===== src/rtl/capacitive_sensor_array.sv =====
// Capacitive touch scanner for an RC-charge sensor array.
// The block charges one channel at a time through sensor_out and counts
// clocks until the synchronised sensor_in sees the pin cross its input
// threshold. It then holds the charge for a settle period and discharges
// before moving to the next channel. Each completed measurement latches a
// count, a touched flag (count > threshold) and a timeout flag for that
// channel only.
module capacitive_sensor_array #(
   parameter int NUM_CH           = 4,
   parameter int COUNT_W          = 16,
   parameter int SETTLE_CYCLES    = 5000,
   parameter int DISCHARGE_CYCLES = 5000,
   parameter int TIMEOUT          = 65535
) (
   input  logic                        clock,
   input  logic                        resetn,
   input  logic                        start,
   input  logic                        continuous,
   input  logic [COUNT_W-1:0]          threshold,
   input  logic [NUM_CH-1:0]           sensor_in,
   output logic [NUM_CH-1:0]           sensor_out,
   output logic [NUM_CH*COUNT_W-1:0]   final_count_out,
   output logic [COUNT_W-1:0]          count_out,
   output logic [NUM_CH-1:0]           touched,
   output logic [NUM_CH-1:0]           timeout_flag,
   output logic                        busy,
   output logic                        done
);

   localparam int CH_W      = (NUM_CH > 1) ? $clog2(NUM_CH) : 1;
   localparam int TMAX      = (SETTLE_CYCLES > DISCHARGE_CYCLES) ? SETTLE_CYCLES : DISCHARGE_CYCLES;
   localparam int TIMER_W   = (TMAX > 1) ? $clog2(TMAX + 1) : 1;

   localparam logic [COUNT_W-1:0] TIMEOUT_C    = COUNT_W'(TIMEOUT);
   localparam logic [TIMER_W-1:0] SETTLE_LAST  = TIMER_W'(SETTLE_CYCLES - 1);
   localparam logic [TIMER_W-1:0] DISCH_LAST   = TIMER_W'(DISCHARGE_CYCLES - 1);
   localparam logic [CH_W-1:0]    LAST_CH      = CH_W'(NUM_CH - 1);
   localparam logic [NUM_CH-1:0]  ONE_HOT0     = NUM_CH'(1);

   typedef enum logic [2:0] {
      IDLE      = 3'd0,
      CHARGE    = 3'd1,
      SETTLE    = 3'd2,
      DISCHARGE = 3'd3,
      NEXT      = 3'd4
   } state_t;

   state_t                      state_q;
   logic [CH_W-1:0]             ch_q;
   logic [COUNT_W-1:0]          cnt_q;
   logic [TIMER_W-1:0]          timer_q;
   logic [NUM_CH-1:0]           sync1_q;
   logic [NUM_CH-1:0]           sync2_q;
   logic [NUM_CH-1:0]           sensor_out_q;
   logic [NUM_CH*COUNT_W-1:0]   final_q;
   logic [NUM_CH-1:0]           touched_q;
   logic [NUM_CH-1:0]           timeout_q;
   logic                        done_q;

   // Two-flop synchroniser on every receive pin; the pins are asynchronous.
   always_ff @(posedge clock or negedge resetn) begin
      if (!resetn) begin
         sync1_q <= '0;
         sync2_q <= '0;
      end else begin
         sync1_q <= sensor_in;
         sync2_q <= sync1_q;
      end
   end

   // Scan sequencer: walks the channels, measures, latches and paces the
   // settle/discharge phases. All pin drives and flags are registered here.
   always_ff @(posedge clock or negedge resetn) begin
      if (!resetn) begin
         state_q      <= IDLE;
         ch_q         <= '0;
         cnt_q        <= '0;
         timer_q      <= '0;
         sensor_out_q <= '0;
         final_q      <= '0;
         touched_q    <= '0;
         timeout_q    <= '0;
         done_q       <= 1'b0;
      end else begin
         done_q <= 1'b0;
         case (state_q)
            IDLE: begin
               if (start) begin
                  ch_q         <= '0;
                  cnt_q        <= '0;
                  sensor_out_q <= ONE_HOT0;
                  state_q      <= CHARGE;
               end
            end
            CHARGE: begin
               // A detected edge wins over a simultaneous ceiling hit: the
               // measurement is real, so it is not reported as a timeout.
               if (sync2_q[ch_q]) begin
                  final_q[ch_q*COUNT_W +: COUNT_W] <= cnt_q;
                  timeout_q[ch_q] <= 1'b0;
                  touched_q[ch_q] <= (cnt_q > threshold);
                  timer_q         <= '0;
                  state_q         <= SETTLE;
               end else if (cnt_q == TIMEOUT_C) begin
                  final_q[ch_q*COUNT_W +: COUNT_W] <= TIMEOUT_C;
                  timeout_q[ch_q] <= 1'b1;
                  touched_q[ch_q] <= 1'b0;
                  sensor_out_q    <= '0;
                  timer_q         <= '0;
                  state_q         <= DISCHARGE;
               end else begin
                  cnt_q <= cnt_q + COUNT_W'(1);
               end
            end
            SETTLE: begin
               if (timer_q == SETTLE_LAST) begin
                  timer_q      <= '0;
                  sensor_out_q <= '0;
                  state_q      <= DISCHARGE;
               end else begin
                  timer_q <= timer_q + TIMER_W'(1);
               end
            end
            DISCHARGE: begin
               if (timer_q == DISCH_LAST) begin
                  timer_q <= '0;
                  state_q <= NEXT;
               end else begin
                  timer_q <= timer_q + TIMER_W'(1);
               end
            end
            NEXT: begin
               cnt_q <= '0;
               if (ch_q != LAST_CH) begin
                  ch_q         <= ch_q + CH_W'(1);
                  sensor_out_q <= ONE_HOT0 << (ch_q + CH_W'(1));
                  state_q      <= CHARGE;
               end else begin
                  done_q <= 1'b1;
                  if (continuous) begin
                     ch_q         <= '0;
                     sensor_out_q <= ONE_HOT0;
                     state_q      <= CHARGE;
                  end else begin
                     state_q <= IDLE;
                  end
               end
            end
            default: begin
               state_q      <= IDLE;
               sensor_out_q <= '0;
            end
         endcase
      end
   end

   assign sensor_out      = sensor_out_q;
   assign final_count_out = final_q;
   assign count_out       = cnt_q;
   assign touched         = touched_q;
   assign timeout_flag    = timeout_q;
   assign busy            = (state_q != IDLE);
   assign done            = done_q;

endmodule


===== config.mk =====
export PLATFORM = sky130hd
export DESIGN_NAME = capacitive_sensor_array
export DESIGN_NICKNAME = d
export VERILOG_FILES = /design/src/rtl/capacitive_sensor_array.sv
export SDC_FILE = /design/constraint.sdc
export NUM_CORES = 1
export LEC_CHECK = 0
export CAP_MARGIN = 15
export CORE_ASPECT_RATIO = 1.4
export CORE_MARGIN = 3
export CORE_UTILIZATION = 60
export CTS_BUF_LIST = sky130_fd_sc_hd__clkbuf_8
export DETAILED_ROUTE_END_ITERATION = 8
export DONT_BUFFER_PORTS = 1
export PLACE_DENSITY = 0.79
export SYNTH_ARGS = -nofsm -noshare
export SYNTH_HDL_FRONTEND = slang
export SYNTH_SLANG_ARGS = --single-unit

===== constraint.sdc =====
create_clock -name clock -period 2.7 [get_ports clock]
set_clock_uncertainty 0.1 [all_clocks]
set_input_delay 0.54 -clock clock [delete_from_list [all_inputs] [get_ports clock]]
set_output_delay 0.54 -clock clock [all_outputs]
set_load 0.03 [all_outputs]

; Word-level counts from Yosys, hierarchy flattened
; Cells that the tools add are included.
[op_classes]
shift = 4
n_mux = 42
n_reduce_logical = 14
eq_ne = 15
n_bitwise = 5
addsub = 4
n_lt_le_gt_ge = 3
[ops]
columns = cell, count
row1 = bitwise mux 64 bit, 2
row2 = 2-to-1 mux 64 bit, 2
row3 = variable shift 16 x 34 -> 64 bit (first input constant), 1
row4 = indexed part select 16 x 34 -> 64 bit, 1
row5 = indexed part select 16 x 34 -> 64 bit (first input constant), 1
row6 = 2-to-1 mux 16 bit, 3
row7 = one-hot mux 16 bit (3 select lines), 1
row8 = 2-to-1 mux 4 bit, 10
row9 = 2-to-1 mux 13 bit, 3
row10 = negator 6 -> 34 bit, 1
row11 = one-hot mux 13 bit (2 select lines), 1
row12 = one-hot mux 4 bit (5 select lines), 1
row13 = adder 16 x 1 -> 16 bit (second input constant), 1
row14 = equality test 16 bit (second input constant), 1
row15 = greater-than comparator 16 bit, 1
row16 = 2-to-1 mux 3 bit, 5
row17 = one-hot mux 3 bit (5 select lines), 1
row18 = inequality test 2 bit (second input constant), 7
row19 = adder 13 x 1 -> 13 bit (second input constant), 1
row20 = equality test 13 bit (second input constant), 1
row21 = AND 4 bit, 2
row22 = AND reduction 4 bit, 2
row23 = equality test 3 x 2 -> 1 bit (second input constant), 2
row24 = 2-to-1 mux 1 bit, 6
row25 = 23 further kinds, 30
[totals]
register_bits = 119
out_inout_bits = 94
in_bits = 24
elab_cells = 98

; Depth between registers and ports, before layout
; Gate-level depths: netlist of run 1.
[depth]
depth_word = 8
depth_mapped = 9
depth_no_buf = 7

; Worst setup path before layout of run 1
; OpenSTA, ideal clock, no wires.
[synth_timing]
path_kind = register to register
from = register cnt_q[1], in the netlist count_out[1]
to = register sensor_out_q[1], in the netlist sensor_out[1]
synth_period_minus_slack_ns = 2.877
n_path_buf = 1
path_slack_ns = -0.177
t_arrival_ns = 2.653
t_required_ns = 2.475
setup_time_ns = 0.125
stages_incl_launch_ff = 8
cell_sequence = dfrtp_1 > ha_1 > nand4_1 > or4_1 > clkbuf_1 > or3_1 > a221oi_2 > mux2_2
[synth_via]
elab_chain_len = 3
[synth_lines]
columns = element, line
row1 = from (decl), 50  ; logic [COUNT_W-1:0] cnt_q;
row2 = from (signal assigned), 112  ; cnt_q <= cnt_q + COUNT_W'(1);
row3 = equality test 16 bit, 104  ; end else if (cnt_q == TIMEOUT_C) begin
row4 = inequality test 2 bit (no source line), -
row5 = AND reduction 6 bit (no source line), -
row6 = to (signal assigned), 136  ; sensor_out_q <= ONE_HOT0 << (ch_q + CH_W'(1));
row7 = to (decl), 54  ; logic [NUM_CH-1:0] sensor_out_q;
; Every way passes these cells.
; A chain may end at the register's enable or synchronous reset.

; Worst setup path in the final report of run 1
; Ends and elaborated chain as after synthesis.

==> impl_results.md, run 1 <==
- Worst-skew pair later-pin latency: 440 ps
- Synth Area per Inst: 9.43 sq um
- Clk pin slew, worst setup/hold paths: 70 ps
- Synth top cells by count: dfrtp_1, nand2_1, a21oi_1
- Starting Density: 0.617
- GRT Util Overall: 0.287
- Via count: 4801
- R2R Setup Slk: 150 ps
- Crit-path max FO: 4
- Final nets: 677
- Status: complete, but fails checks
- MaxCap Viol Count: 0
- Synth warn: 0
- Synth unique cells: 54
- Slew Viols, Final: 0
- Post-Syn Area: 0.00584 sq mm
- Yosys top cell area share: 0.510
- DRC: 0
- RSZ-0062 raised after global routing: false
- Largest cells by area after synthesis: dfrtp_1, nand2_1, a21oi_1
- DRT Wirelength: 15300 um
- Worst Setup Path Type: register to register
- Largest net degree at the start of global routing: 120
- I/O pins: 118
- Met1 WL: 5540 um
- Final cycle utilization of the critical path: 0.945
- H-tree levels: 4
- Headroom to the max-slew limit: 0.596
- Die width: 89.4 um
- PwrDens: 529 mW/mm^2
- Drt first pass iters: 8
- CP Capture Type: register
- Reg2Reg Depth: 6
- First-pass GRT wire length: 23500 um
- Clock tree sinks: 119
- Met2 wire length: 7820 um
- Die height: 123 um
- Leak pwr: 3.03 nW
- IO Port Bufs: 0
- Core box area: 0.00946 sq mm
- Data arrival, critical path: 2780 ps
- Syn_nets: 669
- Post-synth top flop: dfrtp_1
- CTS tree: yes
- Critical path's slowest cell: or4_1
- Critical Path Start: count_out[1]$_DFFE_PN0P_
- Fraction of layout cells with a size suffix above 1: 0.141
- Worst Max-Slew Pin Slew: 606 ps
- Max VDD drop: 375 uV
- Initial antenna violation count: 0
- Synth Register Bits: 119
- CTS buffer count: 17
- Post-synth EDFFs: 0
- Synth area leader: dfrtp_1
- Worst hold margin: -312 ps
- Reg-to-Reg Start: count_out[1]$_DFFE_PN0P_
- Sequential fraction of the synthesis area: 0.510
- Placer Congestion: 0.880
- Gate Count Post-Synth: 619
- Longest Clk Path Bufs: 2
- Failing checks: hold timing
- Critical path cell sequence: ha_4, nand4_1, or4_1, or3_1, a221oi_4, mux2_2
- Hold Fails Final Rpt: 119
- Minimum clock period: 2550 ps
- Post-detail-place hpwl: 10300 um
- Number of diodes: 0
- WP data required: 2930 ps
- Routed vias/inst: 6.41
- Most frequent cell after synthesis: dfrtp_1
- Cts hold-fix bufs: 4
- CP endpoint: sensor_out[1]$_DFFE_PN0P_
- Critical Path Start Type: register
- Remaining antenna violation count: 0
- Number of global-route vias before repair: 4615
- Resize count post-CTS: 0
- DR top layer: met4
- Setup violators final: 0
- Root Driver: clkbuf_8
- Setup TNS Final: 0 ps
- Avg WL per Cell: 20.4 um
- Post-CTS Setup Inserts: 0
- Worst min path class: input port to asynchronous set/reset pin
- Metal3 WL: 1430 um
- Fmax: 0.392 GHz
- # rows: 42
- Synth-to-Final Area Change: 11.3%
- Setup slack after layout: 149 ps
- Slowest stage delay, CP: 550 ps
- Full die area: 0.0110 sq mm
- R2r endpoint: sensor_out[1]$_DFFE_PN0P_
- Async S/R FF share, synth: 1.00
- Grt total ovfl: 0
- 1st-iter DRT viols: 421
- Dpl ws: 164 ps
-- critical path: cells and delay by family (launching register included) --
| family | cells | cell delay (ps) |
|---|---|---|
| AND/OR/NAND/NOR | 3 | 1070 |
| flip-flops | 1 | 390 |
| multiplexers | 1 | 380 |
| AO/OA/AOI/OAI | 1 | 360 |
| adder cells (fa/ha/maj) | 1 | 140 |
-- flip-flops by register name (all words and copies together), names as in the netlist, named ones only --
| register | cells |
|---|---|
| done | 1 |
| touched | 4 |
| sync1_q | 4 |
| ch_q | 2 |
| sync2_q | 4 |
| sensor_out | 4 |
| state_q | 3 |
| count_out | 16 |
| final_count_out | 64 |
| timer_q | 13 |
-- how the worst min path moves through the flow --
| stage | end | startpoint |
|---|---|---|
| 4_1_cts | state_q[0]$_DFFE_PN0P_ | resetn |
| 5_1_grt | state_q[0]$_DFFE_PN0P_ | resetn |
| 6_report | final_count_out[59]$_DFFE_PN0P_ | resetn |
| 3_5_place_dp | final_count_out[41]$_DFFE_PN0P_ | resetn |
| 3_3_place_gp | final_count_out[56]$_DFFE_PN0P_ | resetn |
| 2_1_floorplan | asynchronous set/reset pin | resetn |
-- routing by layer --
layer	up-vias	global-route usage
met4	0	0.116
met2	256	0.475
met3	57	0.110
li1	2197	-
met5	-	0
met1	2291	0.329
-- through the flow --
stage	std cells	power [mW]	cell area, sq um	hold WS (ps)	util
floorplan	619	1.88	5900	144	-
global placement	714	1.89	6070	151	0.642
detailed placement	714	1.89	6070	152	0.642
CTS	749	3.47	6500	-334	0.687
global route	749	3.56	6500	-346	0.687
finish	749	3.44	6500	-312	0.687
-- power breakdown --
part           switching, mW  total (mW)  internal, mW
Clock                  0.715        1.57         0.858
Combinational         0.0418      0.0724        0.0306
Sequential           0.00227        1.79          1.79
Total                  0.759        3.44          2.68
-- cell type report --
cell class / instances / area, sq um
Tap cell: 110 / 138
Clock inverter: 12 / 130
Inverter: 24 / 90.1
Clock buffer: 19 / 262
Sequential cell: 119 / 2990
Fill cell: 713 / 2960
Multi-Input combinational cell: 425 / 2580
Timing Repair Buffer: 40 / 310
-- cell families (layout without fill, tap and decap cells) --
group,Yosys count,after routing,synth area share
XOR/XNOR,5,5,0.00750
AO/OA/AOI/OAI,192,192,0.198
AND/OR/NAND/NOR,193,193,0.158
adder cells (fa/ha/maj),26,26,0.0557
multiplexers,9,9,0.0184
buffers and inverters,75,95,0.0529
flip-flops,119,119,0.510
-- cell usage in the layout, fill, tap and decap left out, types with 4 or more instances in the layout --
master	count
nand4_1	8
a2bb2oi_1	17
clkinvlp_4	4
dfrtp_2	13
ha_1	25
o21ai_0	61
mux2i_1	4
a41oi_1	4
mux2_2	4
dfrtp_1	106
o21a_1	4
and4_1	4
nor2_1	18
nand3_1	15
inv_1	25
o211ai_1	7
o31ai_1	5
or3_1	8
a31oi_1	8
and3_1	14
clkbuf_8	19
buf_4	36
a22o_1	4
a21oi_1	68
dlygate4sd3_1	4
xor2_1	5
nor2b_1	7
nand2_1	99
No activity file was read; power rests on OpenSTA's default activity.
==> inputs of run 2 (changes only) <==
--- a/config.mk
+++ b/config.mk
@@ -13,6 +13,7 @@
 export DETAILED_ROUTE_END_ITERATION = 8
 export DONT_BUFFER_PORTS = 1
 export PLACE_DENSITY = 0.79
+export SLEW_MARGIN = 20
 export SYNTH_ARGS = -nofsm -noshare
 export SYNTH_HDL_FRONTEND = slang
 export SYNTH_SLANG_ARGS = --single-unit
==> results of run 2 <==
Same layout as run 1: the final DEF is identical, and so are final timing and power.
==> inputs of run 3 (changes only) <==
--- a/config.mk
+++ b/config.mk
@@ -10,9 +10,10 @@
 export CORE_MARGIN = 3
 export CORE_UTILIZATION = 60
 export CTS_BUF_LIST = sky130_fd_sc_hd__clkbuf_8
+export CTS_CLUSTER_SIZE = 12
 export DETAILED_ROUTE_END_ITERATION = 8
 export DONT_BUFFER_PORTS = 1
-export PLACE_DENSITY = 0.79
+export PLACE_DENSITY = 0.76
 export SLEW_MARGIN = 20
 export SYNTH_ARGS = -nofsm -noshare
 export SYNTH_HDL_FRONTEND = slang
==> constraint.sdc (replaced) <==
create_clock -name clock -period 2.4 [get_ports clock]
set_clock_uncertainty 0.1 [all_clocks]
set_input_delay 0.48 -clock clock [delete_from_list [all_inputs] [get_ports clock]]
set_output_delay 0.48 -clock clock [all_outputs]
set_load 0.03 [all_outputs]
==> impl_results.md, run 3 (same netlist as run 1, synthesis figures left out) <==
- R2R Setup Slk: -20 ps
- Headroom to the max-slew limit: 0.615
- Fraction of layout cells with a size suffix above 1: 0.195
- Synth-to-Final Area Change: 14.9%
- MaxCap Viol Count: 0
- Status: complete, but fails checks
- # rows: 42
- RSZ-0062 raised after global routing: true
- Minimum clock period: 2420 ps
- Hold Fails Final Rpt: 119
- Data arrival, critical path: 2690 ps
- I/O pins: 118
- First-pass GRT wire length: 24300 um
- Root Driver: clkbuf_8
- Die width: 89.4 um
- Grt total ovfl: 0
- Worst min path class: input port to asynchronous set/reset pin
- Met1 track demand over resource: 0.335
- CTS tree: yes
- 1st-iter DRT viols: 501
- Reg2Reg Depth: 5
- Slowest stage delay, CP: 550 ps
- FF/Latch Area: 0.00300 sq mm
- DRC: 0
- Cts hold-fix bufs: 4
- Via count: 4956
- Max VDD drop: 383 uV
- R2r endpoint: count_out[13]$_DFFE_PN0P_
- Remaining antenna violation count: 0
- DRT Wirelength: 15800 um
- Die height: 123 um
- WP data required: 2660 ps
- Full die area: 0.0110 sq mm
- Clock tree sinks: 119
- Most frequent cells in the layout: dfrtp_1, nand2_1, a21oi_1, o21ai_0, buf_4
- Worst-skew pair later-pin latency: 440 ps
- Critical Path Start Type: register
- Slew Viols, Final: 0
- Post-detail-place hpwl: 10900 um
- Drt first pass iters: 5
- Largest net degree at the start of global routing: 120
- Critical path's slowest cell: mux4_2
- Avg WL per Cell: 20.6 um
- Placer Congestion: 0.888
- CTS buffer count: 17
- Initial antenna violation count: 0
- Core box area: 0.00946 sq mm
- Critical path cell sequence: mux4_2, or2_4, or4_4, or3_4, a21oi_2
- Routed vias/inst: 6.46
- Number of global-route vias before repair: 4785
- Crit-path max FO: 8
- Reg-to-Reg Start: ch_q[0]$_DFFE_PN0P_
- PwrDens: 561 mW/mm^2
- Longest Clk Path Bufs: 2
- Worst Max-Slew Pin Slew: 573 ps
- Final nets: 695
- # fillers: 729
- GR peak layer: met2
- GRT Util Overall: 0.295
- H-tree levels: 4
- Largest register FFs: 64
- Number of diodes: 0
- Worst Setup Path Type: register to register
- Starting Density: 0.617
- Setup violators final: 4
- IO Port Bufs: 0
- Worst hold margin: -365 ps
- Commonest non-fill, non-tap cell in the layout: dfrtp_1
- Setup TNS Final: -88.0 ps
- Final cycle utilization of the critical path: 1.01
- Fmax: 0.412 GHz
- Clk pin slew, worst setup/hold paths: 70 ps
- CP Capture Type: register
- Failing checks: hold timing, setup timing
- Setup slack after layout: -25.0 ps
- Multi-input logic area: 0.00265 sq mm
- GRT met2 Usage: 0.485
- Leak pwr: 3.12 nW
- Met3 Resource Use GR: 0.0920
- Dpl ws: -50.5 ps
[run 3: cell count changes in the layout (fill, tap and decap cells not counted), moves of 4 or more]
| cell | change |
|---|---|
| a21oi_1 | -5 |
| a21oi_2 | +5 |
| buf_4 | +15 |
| dfrtp_1 | -4 |
| dfrtp_2 | +4 |
| or3_1 | -4 |
| or3_4 | +4 |
[run 3: worst max path at each step]
stage                                      to  slack [ps]  cells past startpoint                     start
floorplan           sensor_out[1]$_DFFE_PN0P_        -250                      7  count_out[1]$_DFFE_PN0P_
global placement    sensor_out[3]$_DFFE_PN0P_          -8                      6  count_out[1]$_DFFE_PN0P_
detailed placement  sensor_out[2]$_DFFE_PN0P_         -50                      6  count_out[1]$_DFFE_PN0P_
CTS                 sensor_out[2]$_DFFE_PN0P_         -20                      6  count_out[1]$_DFFE_PN0P_
global route        sensor_out[0]$_DFFE_PN0P_        -100                      7  count_out[1]$_DFFE_PN0P_
finish              count_out[13]$_DFFE_PN0P_         -20                      5       ch_q[0]$_DFFE_PN0P_
[run 3: power by group]
| part | switching (mW) | internal [mW] | total, mW | leakage [nW] |
|---|---|---|---|---|
| Sequential | 0.00234 | 2.01 | 2.01 | 1.43 |
| Clock | 0.850 | 0.815 | 1.66 | 0.171 |
| Combinational | 0.0512 | 0.0368 | 0.0880 | 1.52 |
[run 3: repair_timing]
item / in CTS / in global routing
endpoints found under the setup margin: 8 / 78
gates resized for setup: 1 / 17
pin swaps: 1 / 1
setup buffers: 4 / 0
endpoints found under the hold margin: 123 / 119
[run 3: critical path, delay by kind of cell, from the launching register on]
kind	cells	cell delay, ps
AND/OR/NAND/NOR	3	1190
multiplexers	1	550
flip-flops	1	380
AO/OA/AOI/OAI	1	120
[run 3: per-layer routing]
layer / vias up / share of wire
li1: 2232 / -
met1: 2419 / 0.36
met2: 254 / 0.51
met3: 51 / 0.084
met4: 0 / 0.048
met5: - / 0
[run 3: per-stage QoR]
stage           util  std cells  area, sq um  hold slack, ps  total power [mW]
2_1_floorplan      -        619         5950            84.4              2.11
3_3_place_gp   0.658        728         6220            89.8              2.13
3_5_place_dp   0.658        728         6220            88.1              2.13
4_1_cts        0.703        767         6650            -389              3.79
5_1_grt        0.709        767         6710            -398              3.89
6_report       0.709        767         6710            -365              3.77
[run 3: area by class of cell]
| class | instances | share of cell area |
|---|---|---|
| Clock buffer | 17 | 0.0349 |
| Clock inverter | 14 | 0.0188 |
| Sequential cell | 119 | 0.447 |
| Tap cell | 110 | 0.0205 |
| Multi-Input combinational cell | 425 | 0.395 |
| Inverter | 24 | 0.0134 |
| Timing Repair Buffer | 58 | 0.0707 |
